File: src/rtl/sdram_pkg.sv
// Shared SDRAM command encodings, arbiter state encodings and default widths.
package sdram_pkg;

    localparam int ADDR_W_DEF = 13;
    localparam int BANK_W_DEF = 2;
    localparam int DQ_W_DEF   = 16;

    // {cs_n, ras_n, cas_n, we_n}
    localparam logic [3:0] CMD_NOP  = 4'b0111;
    localparam logic [3:0] CMD_PRE  = 4'b0010;
    localparam logic [3:0] CMD_AREF = 4'b0001;
    localparam logic [3:0] CMD_ACT  = 4'b0011;
    localparam logic [3:0] CMD_WR   = 4'b0100;
    localparam logic [3:0] CMD_RD   = 4'b0101;

    typedef enum logic [4:0] {
        ST_INIT  = 5'b00001,
        ST_ARBIT = 5'b00010,
        ST_AREF  = 5'b00100,
        ST_WRITE = 5'b01000,
        ST_READ  = 5'b10000
    } state_t;

    typedef enum logic {
        GNT_WR = 1'b0,
        GNT_RD = 1'b1
    } gnt_t;

endpackage

File: src/rtl/sdram_arbiter.sv
// SDRAM bus arbiter: grants init / refresh / write / read one at a time and
// muxes the granted source onto the SDRAM pins.
module sdram_arbiter
    import sdram_pkg::*;
#(
    parameter int ADDR_W = ADDR_W_DEF,
    parameter int BANK_W = BANK_W_DEF,
    parameter int DQ_W   = DQ_W_DEF,
    parameter bit RR_EN  = 1'b1
) (
    input  logic              clk,
    input  logic              rst_n,
    input  logic              init_end,
    input  logic [3:0]        init_cmd,
    input  logic [ADDR_W-1:0] init_addr,
    input  logic              aref_req,
    input  logic [3:0]        aref_cmd,
    input  logic [ADDR_W-1:0] aref_addr,
    input  logic              flag_aref_end,
    input  logic              wr_req,
    input  logic [3:0]        wr_cmd,
    input  logic [ADDR_W-1:0] wr_addr,
    input  logic [BANK_W-1:0] wr_bank,
    input  logic [DQ_W-1:0]   wr_data,
    input  logic              flag_wr_end,
    input  logic              wr_flag_aref,
    input  logic              rd_req,
    input  logic [3:0]        rd_cmd,
    input  logic [ADDR_W-1:0] rd_addr,
    input  logic [BANK_W-1:0] rd_bank,
    input  logic              flag_rd_end,
    input  logic              rd_flag_aref,
    output logic              aref_en,
    output logic              wr_en,
    output logic              rd_en,
    output logic              sdram_cke,
    output logic              sdram_cs_n,
    output logic              sdram_ras_n,
    output logic              sdram_cas_n,
    output logic              sdram_we_n,
    output logic [BANK_W-1:0] sdram_bank,
    output logic [ADDR_W-1:0] sdram_addr,
    output logic [DQ_W-1:0]   sdram_dq_o,
    output logic              sdram_dq_oe
);

    state_t state;
    gnt_t   last_gnt;
    logic   pick_rd;
    logic [3:0] cmd;

    // On a wr/rd tie, round-robin gives the turn to whoever did not go last.
    assign pick_rd = RR_EN && (last_gnt == GNT_WR);

    // Grant FSM; every grant returns through ARBIT, so grants are never back-to-back.
    always_ff @(posedge clk) begin
        if (!rst_n) begin
            state    <= ST_INIT;
            last_gnt <= GNT_RD;
        end else begin
            unique case (state)
                ST_INIT: begin
                    if (init_end) state <= ST_ARBIT;
                end
                ST_ARBIT: begin
                    if (aref_req) begin
                        state <= ST_AREF;
                    end else if (wr_req && rd_req) begin
                        if (pick_rd) begin
                            state    <= ST_READ;
                            last_gnt <= GNT_RD;
                        end else begin
                            state    <= ST_WRITE;
                            last_gnt <= GNT_WR;
                        end
                    end else if (wr_req) begin
                        state    <= ST_WRITE;
                        last_gnt <= GNT_WR;
                    end else if (rd_req) begin
                        state    <= ST_READ;
                        last_gnt <= GNT_RD;
                    end
                end
                ST_AREF: begin
                    if (flag_aref_end) state <= ST_ARBIT;
                end
                ST_WRITE: begin
                    if (flag_wr_end || wr_flag_aref) state <= ST_ARBIT;
                end
                ST_READ: begin
                    if (flag_rd_end || rd_flag_aref) state <= ST_ARBIT;
                end
                default: state <= ST_INIT;
            endcase
        end
    end

    // Grant levels decode straight from the state register.
    assign aref_en   = (state == ST_AREF);
    assign wr_en     = (state == ST_WRITE);
    assign rd_en     = (state == ST_READ);
    assign sdram_cke = 1'b1;

    // Bus mux from the state register; sources are already registered upstream.
    always_comb begin
        cmd        = CMD_NOP;
        sdram_addr = '0;
        sdram_bank = '0;
        unique case (state)
            ST_INIT: begin
                cmd        = init_cmd;
                sdram_addr = init_addr;
            end
            ST_AREF: begin
                cmd        = aref_cmd;
                sdram_addr = aref_addr;
            end
            ST_WRITE: begin
                cmd        = wr_cmd;
                sdram_addr = wr_addr;
                sdram_bank = wr_bank;
            end
            ST_READ: begin
                cmd        = rd_cmd;
                sdram_addr = rd_addr;
                sdram_bank = rd_bank;
            end
            default: begin
                cmd        = CMD_NOP;
                sdram_addr = '0;
                sdram_bank = '0;
            end
        endcase
    end

    assign {sdram_cs_n, sdram_ras_n, sdram_cas_n, sdram_we_n} = cmd;

    // DQ is driven only while the write block owns the bus.
    assign sdram_dq_oe = (state == ST_WRITE);
    assign sdram_dq_o  = sdram_dq_oe ? wr_data : '0;

endmodule

File: config.mk
export PLATFORM = sky130hd
export DESIGN_NAME = sdram_arbiter
export DESIGN_NICKNAME = d
export VERILOG_FILES = /design/src/rtl/sdram_pkg.sv /design/src/rtl/sdram_arbiter.sv
export SDC_FILE = /design/constraint.sdc
export NUM_CORES = 1
export LEC_CHECK = 0
export ABC_CLOCK_PERIOD_IN_PS = 3690
export CORE_ASPECT_RATIO = 1.4
export CORE_MARGIN = 5
export CORE_UTILIZATION = 26
export DETAILED_ROUTE_END_ITERATION = 12
export PLACE_DENSITY = 0.87
export SYNTH_ARGS = -nofsm -noshare
export SYNTH_HDL_FRONTEND = slang
export SYNTH_SLANG_ARGS = --single-unit
export TNS_END_PERCENT = 20
File: constraint.sdc
create_clock -name clk -period 3.69 [get_ports clk]
set_input_delay 0.738 -clock clk [delete_from_list [all_inputs] [get_ports clk]]
set_output_delay 0.738 -clock clk [all_outputs]
set_load 0.05 [all_outputs]
==> reports/qor.csv, run 1 <==
metric,value,unit
status,"complete, no violations",
final_common_cell,clkdlybuf4s50_1,
fmax,0.3161,GHz
worst_pin_slew,0.8569,ns
cp_cell_sequence,"or3_4, nor3b_4, buf_4, a22oi_1, nand3_1, buf_12",
yosys_warnings,0,
die-area,5085,um^2
cts_root_buf,clkbuf_8,
antenna_cells,0,
ir_drop,0.2793,mV
clockBufferDepth,2,
cts.reportedPaths.clkPinSlew,0.04,ns
cts_buffers,3,
yosysSeqAreaShare,12.34,%
rsz0062_at_grt,false,
synth_nets,229,
critical-path-top-delay-family,simple AND/OR/NAND/NOR gates,
fin_nets,362,
postCtsSetupBuffers,0,
setup-tns-final,0,ns
crit_type,reg -> out,
startpoint_type,register,
cp.arrival,2.43,ns
drc,0,
slowest_stage,nor3b_4,
slowest_delay,0.72,ns
grt_pass1_vias,1506,
ant_nets,0,
synth_area_per_cell,7.488,um^2
clk_latency,0.22,ns
cts_tree,yes,
netlist-cell-type-count,33,
port_buffers,137,
cp_max_fo,24,
wl_per_cell,17.51,um
hpwl,4514,um
gr-total-overflow,0,
holdCritPathClass,reg -> reg,
slew_violations,0,
vias,1588,
pre_cts_ws,0.7601,ns
cts_sinks,6,
ys_seq_elements,6,
worstPathRequired,2.95,ns
p_leak,1.043,nW
final_cell_mix,"clkdlybuf4s50_1, a22oi_1, buf_4, nand2_1, buf_12",
place.gp.congestion,0.8560,
grt_max_degree,25,
powerDensity,335.0,nW/um^2
crit_path_end_kind,output port,
synthesis.area,973.4,um^2
fin_worst_skew,0.003679,ns
grt_pass1_wl,7376,um
drt_wl_total,5306,um
grt_use_total,19.35,%
viasPerCell,5.241,
timing.final.crit_share,85.74,%
drive_above_1_share,19.92,%
antenna_found_initial,0,
drv_cap,0,
htreeDepth,1,
start_util,26.72,%
hold_viol,0,
cts_resized,0,
area_growth,154.6,%
drt_iter0_drc,84,
rows,26,
ios,139,
crit_buf_inv,2,
die_w,61.72,um
holdBufCountCts,0,
core,3643,um^2
finalSetupViolations,0,
min_period,3.164,ns
fillers,293,
worst_slack,0.5263,ns
slew_headroom,42.81,%
syn_inst,130,
chipHeight,82.40,um
dr.pass1.iters,4,
-- per-stage QoR --
stage          util [%]  total power [mW]  hold WS (ns)  std cells  cell area [um^2]
3_3_place_gp      66.90            0.7334        0.5313        300              2437
4_1_cts           68.03            0.8387        0.5589        303              2479
5_1_grt           68.03            0.8692        0.5766        303              2479
2_1_floorplan         -            0.3777        0.5049        130             973.4
6_report          68.03            0.8303        0.5485        303              2479
3_5_place_dp      66.90            0.7401        0.5502        300              2437
-- cells by family after synthesis --
logic type | count (synthesis) | synth area share [%]
and+or+nand+nor | 60 | 38.05
AOI/OAI and AO/OA | 46 | 35.60
DFF | 6 | 12.34
xor gates and xnor gates | 1 | 0.8999
other | 1 | 0.3852
buffers and inverters | 16 | 12.72
-- synth_stat cells --
master	count	area (um^2)
a22oi_1	34	255.2
nand2_1	17	63.81
and2_1	16	100.1
nor2_1	7	26.28
dfxtp_1	6	120.1
buf_6	5	56.30
nand3_1	5	25.02
a21oi_1	3	15.01
and3_1	3	18.77
buf_2	3	15.01
buf_4	3	22.52
inv_1	3	11.26
a22o_1	2	17.52
nor3b_1	2	15.01
nor4b_1	2	17.52
or3_4	2	22.52
a211oi_1	1	7.510
a221o_1	1	10.01
a32o_1	1	10.01
a32oi_1	1	8.760
buf_8	1	15.01
clkbuf_1	1	3.750
conb_1	1	3.750
nand2b_1	1	6.260
nor3b_2	1	12.51
nor3b_4	1	18.77
nor4b_4	1	23.77
o21ai_0	1	5.000
o221ai_1	1	8.760
o41ai_1	1	8.760
or4b_1	1	10.01
or4b_2	1	10.01
xor2_1	1	8.760
-- flip-flops by register name (all words and copies together) (netlist names) --
name and cells:
last_gnt 1, state 5
-- path summary, 6_finish.rpt --
path	endpoint	slack (ns)	cells after the start	startpoint
worst max-delay path	sdram_we_n	0.53	6	state[2]
worst min-delay path	last_gnt	0.55	2	last_gnt
worst max register to register	state[3]	1.60	5	state[2]
worst min register to register	last_gnt	0.55	2	last_gnt
-- worst register-to-register path, delay by kind of cell (launching register included) --
kind / cells / cell delay (ns)
flip-flops: 1 / 0.38
AO/OA/AOI/OAI: 1 / 0.08
buffers and inverters: 1 / 0.30
AND/OR/NAND/NOR: 3 / 1.27
-- area by class of cell --
type,count,area (um^2),area share (%)
Multi-Input combinational cell,108,734.5,29.63
Inverter,3,11.26,0.4543
Tap cell,42,52.55,2.120
Clock buffer,3,41.29,1.666
Sequential cell,6,120.1,4.846
Timing Repair Buffer,141,1519,61.28
-- metal layers --
| metal | global-route usage, % | up-vias | routed length [um] |
|---|---|---|---|
| met5 | 0 | - | 0 |
| met4 | 5.308 | 0 | 103 |
| met3 | 5.132 | 12 | 715 |
| met2 | 37.63 | 100 | 2717 |
| met1 | 19.29 | 722 | 1770 |
| li1 | - | 754 | - |
-- power by group --
part | internal (mW) | switching (mW) | total, mW | leakage [nW]
logic | 0.325 | 0.326 | 0.651 | 0.973
clock network | 0.0699 | 0.0265 | 0.0964 | 0.0216
registers | 0.0717 | 0.0107 | 0.0824 | 0.0489
total | 0.467 | 0.363 | 0.830 | 1.04
Note: power is estimated with default switching activity, not from simulation.
==> run 2, diff against run 1 <==
--- a/config.mk
+++ b/config.mk
@@ -10,6 +10,7 @@
 export CORE_MARGIN = 5
 export CORE_UTILIZATION = 26
 export DETAILED_ROUTE_END_ITERATION = 12
+export HOLD_SLACK_MARGIN = 0.15
 export PLACE_DENSITY = 0.87
 export SYNTH_ARGS = -nofsm -noshare
 export SYNTH_HDL_FRONTEND = slang
==> results of run 2 <==
Same layout as run 1: the final DEF is identical, and so are final timing and power.
